===== src/rtl/uart_rx.sv =====
// 8N1 UART receiver with 2-flop input synchronizer and mid-bit sampling.
// Optional stop-bit framing check: define UART_RX_STOP_CHECK_EN.
module uart_rx #(
  parameter int unsigned wait_period = 1250
) (
  input  logic       CLK,
  input  logic       RESET,
  input  logic       RX,
  output logic [7:0] DATA,
  output logic       NEW_DATA
);

  localparam int unsigned CW = (wait_period > 1) ? $clog2(wait_period) : 1;
  localparam logic [CW-1:0] HALF_LAST = CW'(wait_period / 2 - 1);
  localparam logic [CW-1:0] FULL_LAST = CW'(wait_period - 1);

  typedef enum logic [1:0] {ST_IDLE, ST_START, ST_DATA, ST_STOP} state_t;

  state_t        state, state_next;
  logic          rx_meta, rx_s, rx_prev;
  logic [CW-1:0] cnt, cnt_next;
  logic [2:0]    idx, idx_next;
  logic [7:0]    shift, shift_next, data_next;
  logic          new_data_next;
  logic          stop_ok;

`ifdef UART_RX_STOP_CHECK_EN
  assign stop_ok = rx_s;
`else
  assign stop_ok = 1'b1;
`endif

  // rx_prev follows rx_s in every state so a start edge right after a stop mid-sample is seen
  always_ff @(posedge CLK or posedge RESET) begin
    if (RESET) begin
      rx_meta <= 1'b1;
      rx_s    <= 1'b1;
      rx_prev <= 1'b1;
    end else begin
      rx_meta <= RX;
      rx_s    <= rx_meta;
      rx_prev <= rx_s;
    end
  end

  always_ff @(posedge CLK or posedge RESET) begin
    if (RESET) state <= ST_IDLE;
    else       state <= state_next;
  end

  always_ff @(posedge CLK or posedge RESET) begin
    if (RESET) begin
      cnt      <= '0;
      idx      <= '0;
      shift    <= '0;
      DATA     <= '0;
      NEW_DATA <= 1'b0;
    end else begin
      cnt      <= cnt_next;
      idx      <= idx_next;
      shift    <= shift_next;
      DATA     <= data_next;
      NEW_DATA <= new_data_next;
    end
  end

  always_comb begin
    state_next    = state;
    cnt_next      = cnt + CW'(1);
    idx_next      = idx;
    shift_next    = shift;
    data_next     = DATA;
    new_data_next = 1'b0;
    case (state)
      ST_IDLE: begin
        cnt_next = '0;
        if (rx_prev && !rx_s) state_next = ST_START;
      end
      ST_START: begin
        if (cnt == HALF_LAST) begin
          cnt_next   = '0;
          idx_next   = '0;
          state_next = rx_s ? ST_IDLE : ST_DATA;
        end
      end
      ST_DATA: begin
        if (cnt == FULL_LAST) begin
          cnt_next        = '0;
          shift_next[idx] = rx_s;
          idx_next        = idx + 3'd1;
          if (idx == 3'd7) state_next = ST_STOP;
        end
      end
      ST_STOP: begin
        if (cnt == FULL_LAST) begin
          cnt_next   = '0;
          state_next = ST_IDLE;
          if (stop_ok) begin
            data_next     = shift;
            new_data_next = 1'b1;
          end
        end
      end
      default: state_next = ST_IDLE;
    endcase
  end

endmodule


===== config.mk =====
export PLATFORM = sky130hd
export DESIGN_NAME = uart_rx
export DESIGN_NICKNAME = d
export VERILOG_FILES = /design/src/rtl/uart_rx.sv
export SDC_FILE = /design/constraint.sdc
export NUM_CORES = 1
export LEC_CHECK = 0
export ABC_AREA = 1
export CAP_MARGIN = 20
export CORE_UTILIZATION = 52
export DETAILED_ROUTE_END_ITERATION = 8
export PLACE_DENSITY_LB_ADDON = 0.12
export SYNTH_ARGS = -nofsm -noshare
export SYNTH_HDL_FRONTEND = slang
export SYNTH_SLANG_ARGS = --single-unit

===== constraint.sdc =====
create_clock -name CLK -period 1.4 [get_ports CLK]
set_input_delay 0.28 -clock CLK [delete_from_list [all_inputs] [get_ports CLK]]
set_output_delay 0.28 -clock CLK [all_outputs]
set_load 0.02 [all_outputs]

# [After elaboration in Yosys (flattened, before gate mapping)]
# Cells that the tools add are included.
[word_totals] regBits=36 input_bits=3
[op_classes] addsub=2 order_cmp=2 eq_ne=11 n_mux=18 reduce_logical=10
[op_table] cell="case mux 11 bit (3 select lines)" count=1
[op_table] cell="2-to-1 mux 11 bit" count=2
[op_table] cell="2-to-1 mux 2 bit" count=6
[op_table] cell="adder 11 x 1 -> 11 bit (second input constant)" count=1
[op_table] cell="equality test 11 x 10 -> 1 bit (second input constant)" count=1
[op_table] cell="equality test 11 bit (second input constant)" count=1
[op_table] cell="inequality test 2 bit (second input constant)" count=5
[op_table] cell="bitwise mux 8 bit" count=1
[op_table] cell="case mux 2 bit (4 select lines)" count=1
[op_table] cell="2-to-1 mux 3 bit" count=2
[op_table] cell="case mux 3 bit (2 select lines)" count=1
[op_table] cell="AND reduction 5 bit" count=1
[op_table] cell="equality test 2 bit (second input constant)" count=2
[op_table] cell="< comparator 3 x 4 -> 1 bit (second input constant)" count=1
[op_table] cell="AND reduction 2 bit" count=2
[op_table] cell="adder 3 x 1 -> 3 bit (second input constant)" count=1
[op_table] cell="demux 1 bit (select 3 bit)" count=1
[op_table] cell="equality test 3 bit (second input constant)" count=1
[op_table] cell=">= comparator 3 x 1 -> 1 bit (second input constant)" count=1
[op_table] cell="2-to-1 mux 1 bit" count=3
[op_table] cell="AND reduction 3 bit" count=1
[op_table] cell="equality test 2 x 1 -> 1 bit (second input constant)" count=1
[op_table] cell="logical AND 1 bit" count=2
[op_table] cell="zero test 2 bit" count=1
[op_table] cell="3 further kinds" count=3

# [Logic depth before layout (Yosys ltp)]
# Gate-level depths: netlist of the first run.
[depth] ltp_word=5 ltp_mapped=11 ltp_nobuf=11

# [Worst setup path after synthesis of the first run]
# Ideal clock, no wire load.
[synth_path] path_type="reg-to-reg" startpoint="register cnt[1]" endpoint="register DATA[0]" setup_time_ns=0.118 arrival_ns=1.401 t_required_ns=1.282 slack_ns=-0.119 path_stages_with_launch=11 n_path_buf=1 synth_period_minus_slack_ns=1.519 path_cell_list="dfrtp_1 -> inv_1 -> ha_1 -> nand2_1 -> inv_1 -> nand2_1 -> nand3b_1 -> or2_4 -> buf_6 -> nand2_1 -> o21ai_2"
[synth_between] elab_chain_cells=2
[synth_rtl] element="start: declaration" line="21" rtl="logic [CW-1:0] cnt, cnt_next;"
[synth_rtl] element="start signal: assignment" line="59" rtl="cnt <= cnt_next;"
[synth_rtl] element="equality test 11 bit" line="95" rtl="if (cnt == FULL_LAST) begin"
[synth_rtl] element="AND reduction 2 bit (no source line)"
[synth_rtl] element="end signal: assignment" line="62" rtl="DATA <= data_next;"
[synth_rtl] element="end: declaration" line="9" rtl="output logic [7:0] DATA,"
# Every way passes these cells.
# A chain may end at the register's enable or synchronous reset.

# [Worst setup path after layout of the first run]
[layout_path] startpoint="register cnt[1]" endpoint="register DATA[5]"
# Same word-level chain as after synthesis.

==> results of run 1 <==
==> worst paths after layout <==
check | to | slack, ps | from
worst max register to register | DATA[5] | -320 | cnt[1]
worst min register to register | rx_s | 360 | rx_meta
min in group CLK | rx_meta | 320 | RX
worst max-delay path | DATA[5] | -320 | cnt[1]
worst min-delay path | DATA[7] | 250 | RESET
max in group asynchronous | rx_prev | 880 | RESET
==> per-layer routing <==
metal | up-vias | part of all wire (%) | track usage, %
li1 | 748 | - | -
met1 | 745 | 42 | 30.5
met2 | 56 | 51 | 42.2
met3 | 11 | 4.4 | 6.55
met4 | 0 | 2.6 | 13.3
met5 | - | 0 | 0
==> cells by family (layout without fill, tap and decap cells) <==
group / count (synthesis) / after routing / synth area share, %
simple gates: 103 / 104 / 26.0
flops: 36 / 36 / 52.6
buf+inv: 36 / 84 / 8.29
compound gates: 23 / 23 / 7.93
fa+ha+maj: 5 / 5 / 3.64
xor+xnor: 3 / 3 / 1.53
==> power groups by stage <==
stage | registers, mW | clock network (mW) | logic [mW]
5_1_grt | 1.21 | 0.615 | 1.33
2_1_floorplan | 1.20 | 0 | 0.440
6_report | 1.20 | 0.564 | 1.23
3_3_place_gp | 1.21 | 0 | 0.727
4_1_cts | 1.20 | 0.579 | 0.944
3_5_place_dp | 1.21 | 0 | 0.748
==> synth_stat cells <==
master / n / share of area, %
nand2_2: 1 / 0.36
a21oi_1: 4 / 1.2
nand3_1: 17 / 4.9
dfrtp_1: 33 / 48
or2_4: 1 / 0.51
o22ai_1: 1 / 0.36
nor2_1: 25 / 5.5
xor2_1: 1 / 0.51
buf_6: 1 / 0.65
nand4_1: 5 / 1.8
inv_2: 1 / 0.22
o21ai_2: 5 / 2.5
ha_1: 5 / 3.6
xnor2_1: 2 / 1.0
nor3_2: 1 / 0.58
nor3_1: 6 / 1.7
a31oi_1: 1 / 0.36
and2_1: 1 / 0.36
nand3b_1: 1 / 0.44
inv_1: 34 / 7.4
nand2_1: 45 / 9.8
o21ai_0: 12 / 3.5
dfstp_2: 3 / 4.6
==> layout make-up <==
cell class / instances / area [um2]
Multi-Input combinational cell: 135 / 928
Sequential cell: 36 / 908
Fill cell: 200 / 666
Timing Repair Buffer: 41 / 350
Inverter: 35 / 139
Tap cell: 44 / 55.1
Clock buffer: 5 / 37.5
Clock inverter: 3 / 18.8
==> worst max-delay path: stages (launching register included) <==
cell	delay (ps)
dfrtp_1	410
inv_2	90
ha_4	140
nand2_2	50
inv_2	50
nand2_2	50
nand3b_1	230
buf_4	180
or2_4	280
inv_4	100
nand2_2	40
nand2_1	60
==> timing repair <==
action	in CTS	in global routing
buffers inserted	4	7
pin swaps	11	14
cloned	1	0
gates resized for setup	50	36
endpoints found under the setup margin	42	34
==> state kept, by name, summed over array words and instances (netlist names), named ones only <==
signal / count
cnt: 11
DATA: 8
shift: 8
idx: 3
NEW_DATA: 1
rx_meta: 1
rx_prev: 1
rx_s: 1
state: 1
==> stage by stage <==
step / utilization (%) / cell area [um2]
after floorplan: - / 1730
after global routing: 78.5 / 2440
after detailed placement: 65.8 / 2040
after global placement: 65.8 / 2040
final: 78.5 / 2440
after CTS: 72.5 / 2250
==> summary.md, run 1 <==
| Metric | Value |
|---|---|
| Outcome | `complete, but fails checks` |
| Root buffer cell | `clkbuf_4` |
| Antenna-violating nets left | `0` |
| Clock edge transition at the registers on the reported setup and hold paths | `110 ps` |
| Via count | `1560` |
| WHS | `251 ps` |
| Ys Warns | `0` |
| DIE HEIGHT | `59.5 um` |
| Clk sinks | `36` |
| Total negative slack | `-7860 ps` |
| CTS tree | `built` |
| Hpwl dp | `2490 um` |
| Max frequency | `582 MHz` |
| H-Tree Depth | `2` |
| Share of post-route cells with drive strength above 1 | `40.4%` |
| Initial antenna violation count | `0` |
| Clock skew | `6.43 ps` |
| Layout Nets | `262` |
| # IOs | `12` |
| Final setup viols | `33` |
| Commonest cells after routing, fill and taps aside | `nand2_1 (34), dfrtp_1 (30), inv_1 (30)` |
| RSZ-0062 raised after global routing | `yes` |
| Max Cap Viol | `0` |
| Least-Margin Pin Slew | `390 ps` |
| Clk Latency, worst-skew pair | `360 ps` |
| WP data required | `1700 ps` |
| Commonest non-fill, non-tap cell in the layout | `nand2_1` |
| Vias in the first global route | `1468` |
| Gr ovfl total | `0` |
| Placed Instances | `279` |
| CTS buffer count | `5` |
| Row count | `20` |
| WL final | `4260 um` |
| Sequential area share after synthesis | `52.6%` |
| First-iteration detailed-routing DRC count | `62` |
| Vias per cell | `5.22` |
| # diodes | `0` |
| Power per cell area | `1230 mW/mm2` |
| Final hold violations | `0` |
| Post-Place Setup Slack | `-186 ps` |
| Net Sw Power | `1.14 mW` |
| Clock buffer depth | `2` |
| Cells after synthesis | `206` |
| R2r worst-path depth | `11` |
| Placer Congestion | `0.858` |
| Die area | `0.00354 mm2` |
| #FFs+latches synth | `36` |
| Internal Power | `1.85 mW` |
| Worst setup SP type | `register` |
| Post-route setup slack | `-320 ps` |
| Slew Limit Headroom | `74.0%` |
| Tot GR Track Use | `25.5%` |
| Combinational power share | `41.0%` |
| Core Region | `0.00310 mm2` |
| Total Power | `2.99 mW` |
| Crit-path max FO | `7` |
| Switching Share | `38.2%` |
| Clk pwr share | `18.8%` |
| Initial core utilization | `55.4%` |
| P&R area growth vs syn | `41.7%` |
| Max-slew violation count | `0` |
| Max IR drop VDD | `0.958 mV` |
| Critical path class | `register to register` |
| Failing checks | `setup timing` |
| Yosys cell types | `23` |
| Crit end category | `register` |
| Final Cycle Share | `123%` |
| Seq pwr share | `40.2%` |
| Die W | `59.5 um` |
| Pre-antenna DRT Iters | `4` |
| First-pass GRT wire length | `6540 um` |
| Cell area after synthesis | `0.00172 mm2` |
| # port buffers | `11` |
| Min cycle time layout | `1720 ps` |
| Post-CTS Hold Buffers | `0` |
| DRC Markers | `0` |
| Worst Path Arrival | `2020 ps` |
| Lkg Pwr | `1.18 nW` |
| Syn_nets | `214` |
| Mean routed wirelength per cell | `14.3 um` |
| Post-route insts no fill | `299` |
| Tightest Hold Check Type | `primary input to asynchronous set/reset pin` |
| Largest net degree at the start of global routing | `37` |
| Synth Area per Inst | `8.35 um2` |
(Power assumes the default switching activity.)
==> run 2: changes to the inputs <==
--- a/config.mk
+++ b/config.mk
@@ -7,9 +7,11 @@
 export LEC_CHECK = 0
 export ABC_AREA = 1
 export CAP_MARGIN = 20
-export CORE_UTILIZATION = 52
+export CORE_UTILIZATION = 53
+export CTS_BUF_LIST = sky130_fd_sc_hd__clkbuf_2 sky130_fd_sc_hd__clkbuf_4 sky130_fd_sc_hd__clkbuf_8
 export DETAILED_ROUTE_END_ITERATION = 8
 export PLACE_DENSITY_LB_ADDON = 0.12
+export SLEW_MARGIN = 0
 export SYNTH_ARGS = -nofsm -noshare
 export SYNTH_HDL_FRONTEND = slang
 export SYNTH_SLANG_ARGS = --single-unit
==> run 2 against run 1 <==
The run still ends with setup timing left. Global-route usage down 1.1 points. Clock power increased by 4%. Critical path depth is 1 lower. Total power increased by 1.4%. Worst hold slack better by 29 ps.
==> summary.md, run 2 (same netlist as run 1, synthesis figures left out) <==
| Metric | Value |
|---|---|
| Combinational power share | `40.6% (-0.4 points)` |
| Lkg Pwr | `1.15 nW (-2.3%)` |
| Share of post-route cells with drive strength above 1 | `39.9% (-0.47 points)` |
| Vias in the first global route | `1466 (-0.14%)` |
| Clk Latency, worst-skew pair | `350 ps (about the same)` |
| Clk pwr share | `19.2% (+0.4 points)` |
| R2r worst-path depth | `10 (-1)` |
| # IOs | `12 (unchanged)` |
| Critical path class | `register to register` |
| Max-slew violation count | `0 (unchanged)` |
| Tot GR Track Use | `24.4% (-1.1 points)` |
| Die area | `0.00348 mm2 (-1.8%)` |
| Layout Nets | `255 (-2.7%)` |
| Die W | `59.0 um (-0.92%)` |
| Commonest non-fill, non-tap cell in the layout | `nand2_1` |
| Clock edge transition at the registers on the reported setup and hold paths | `110 ps (about the same)` |
| GRT met1 Usage | `27.2% (-3.3 points)` |
| Cell chain of the critical path | `inv_2 -> buf_6 -> ha_4 -> inv_2 -> nor3_4 -> nand3_4 -> o22ai_2 -> buf_6 -> nand2_2 -> o21ai_1` |
| Power per cell area | `1260 mW/mm2 (+2.6%)` |
| Crit end category | `register` |
| Slowest stage cell, crit path | `dfrtp_1` |
| Post-route setup slack | `-282 ps (+37.6 ps)` |
| Commonest cells after routing, fill and taps aside | `nand2_1 (35), dfrtp_1 (30), inv_1 (30)` |
| Min cycle time layout | `1680 ps (-37.6 ps)` |
| Worst Path Arrival | `1960 ps (-60 ps)` |
| RR Endpoint | `idx[0]` |
| First-pass GRT wire length | `6180 um (-5.6%)` |
| R2R Path Start | `cnt[1]` |
| DIE HEIGHT | `59.0 um (-0.92%)` |
| Net Sw Power | `1.15 mW (+0.38%)` |
| Post-CTS Hold Buffers | `0 (unchanged)` |
| Least-Margin Pin Slew | `447 ps (+57.2 ps)` |
| Slew Limit Headroom | `70.1% (-3.9 points)` |
| GR Util met2 | `43.8% (+1.6 points)` |
| Placed Instances | `277 (-0.72%)` |
| CTS buffer count | `5 (unchanged)` |
| Initial antenna violation count | `0 (unchanged)` |
| Post-route insts no fill | `292 (-2.3%)` |
| Worst setup SP type | `register` |
| # port buffers | `11 (unchanged)` |
| RSZ-0062 raised after global routing | `yes` |
| Max Cap Viol | `0 (unchanged)` |
| Tightest Hold Check Type | `primary input to asynchronous set/reset pin` |
| Clock buffer depth | `2 (unchanged)` |
| H-Tree Depth | `2 (unchanged)` |
| First-iteration detailed-routing DRC count | `65 (+4.8%)` |
| Clk sinks | `36 (unchanged)` |
| R2r setup slk | `-280 ps (+40 ps)` |
| WHS | `280 ps (+28.5 ps)` |
| GR peak layer | `met2` |
| Final hold violations | `0 (unchanged)` |
| P&R area growth vs syn | `40.0%` |
| Max incr delay on CP | `410 ps (about the same)` |
| Outcome | `complete, but fails checks` |
| Final Cycle Share | `120% (-2.7 points)` |
| Max frequency | `595 MHz (+2.2%)` |
| Antenna-violating nets left | `0 (unchanged)` |
| Initial core utilization | `55.9% (+0.45 points)` |
| Via count | `1573 (+0.83%)` |
| Pre-antenna DRT Iters | `4 (unchanged)` |
| Met3 usage | `4.15% (-2.4 points)` |
| DRC Markers | `0 (unchanged)` |
| Final setup viols | `33 (unchanged)` |
| # diodes | `0 (unchanged)` |
| Gr ovfl total | `0 (unchanged)` |
| WP data required | `1680 ps (-20 ps)` |
| Core Region | `0.00308 mm2 (-0.81%)` |
| Largest register FFs | `11 (unchanged)` |
| Row count | `20 (unchanged)` |
| Total negative slack | `-6190 ps (+1670 ps)` |
| Root buffer cell | `clkbuf_4` |
| Origin of the worst setup path | `cnt[1]` |
| WL final | `4240 um (-0.68%)` |
| Buffers & Inverters on Critical Path | `4 (unchanged)` |
| Final Util | `78.3% (-0.30 points)` |
| Largest net degree at the start of global routing | `37 (unchanged)` |
| Vias per cell | `5.39 (+3.3%)` |
| Hpwl dp | `2460 um (-1.0%)` |
| CP top delay family | `buffers and inverters` |
| Clock skew | `5.80 ps (-0.624 ps)` |
| Placer Congestion | `0.841 (-1.9%)` |
| Largest register by flop count | `cnt` |
| Seq pwr share | `40.1% (about the same)` |
| Top Registers | `cnt (11), DATA (8), shift (8)` |
| Mean routed wirelength per cell | `14.5 um (+1.7%)` |
| Total Power | `3.04 mW (+1.4%)` |
| Internal Power | `1.89 mW (+2.0%)` |
| CTS tree | `built` |
| CP Capture Point | `idx[0]` |
| Switching Share | `37.8% (-0.38 points)` |
| Max IR drop VDD | `0.841 mV (-12%)` |
| Crit-path max FO | `6 (-1)` |
| Cell count along the critical path | `10 (-1)` |
| Failing checks | `setup timing` |
## run 2: cell count changes in the layout (fill, tap and decap cells not counted), sizes merged
cell and delta:
dlygate4sd2 +2, clkdlybuf4s15 -2, clkbuf +1, buf -7, clkinv -1
## run 2: area by class of cell
type / instances / area, um2
inverter: 35 / 139
sequential: 36 / 908
clock inverter: 2 / 10.0
tap: 44 / 55.1
fill: 212 / 669
timing repair buffer: 34 / 295
clock buffer: 6 / 51.3
multi-input combinational: 135 / 950
## run 2: timing repair
| item | in CTS | in global routing |
|---|---|---|
| endpoints found under the setup margin | 40 | 33 |
| gates resized for setup | 41 | 51 |
| pin swaps | 14 | 19 |
| gates cloned | 1 | 0 |
| endpoints found under the hold margin | 0 | 0 |
| buffers inserted | 4 | 2 |
## run 2: metrics by stage
stage | setup WS, ps | cell area [um2]
after floorplan | -119 | 1730
after global placement | -158 | 2030
after detailed placement | -193 | 2030
after CTS | -187 | 2210
after global routing | -400 | 2410
final | -282 | 2410
## run 2: how the worst min path moves through the flow
stage | endpoint
final | shift[3]
after global routing | NEW_DATA
after global placement | rx_s
after floorplan | rx_meta
after detailed placement | rx_s
after CTS | DATA[7]
## run 2: per-layer routing
metal	vias to the layer above	wire, um
met3	20	207
met1	764	1650
li1	736	-
met4	0	188
met5	-	0
met2	53	2190
## run 2: worst reg2reg max path, cell delays in order (launching register included)
cell     delay [ps]
dfrtp_1         410
inv_2           100
buf_6           100
ha_4            110
inv_2            50
nor3_4          210
nand3_4         140
o22ai_2         200
buf_6           160
nand2_2          50
o21ai_1          80
## run 2: power by group through the flow
stage          Combinational, mW  Sequential [mW]  Clock, mW
4_1_cts                    0.933             1.19      0.596
3_5_place_dp               0.776             1.20          0
6_report                    1.23             1.22      0.584
2_1_floorplan              0.440             1.20          0
3_3_place_gp               0.750             1.19          0
5_1_grt                     1.34             1.22      0.644
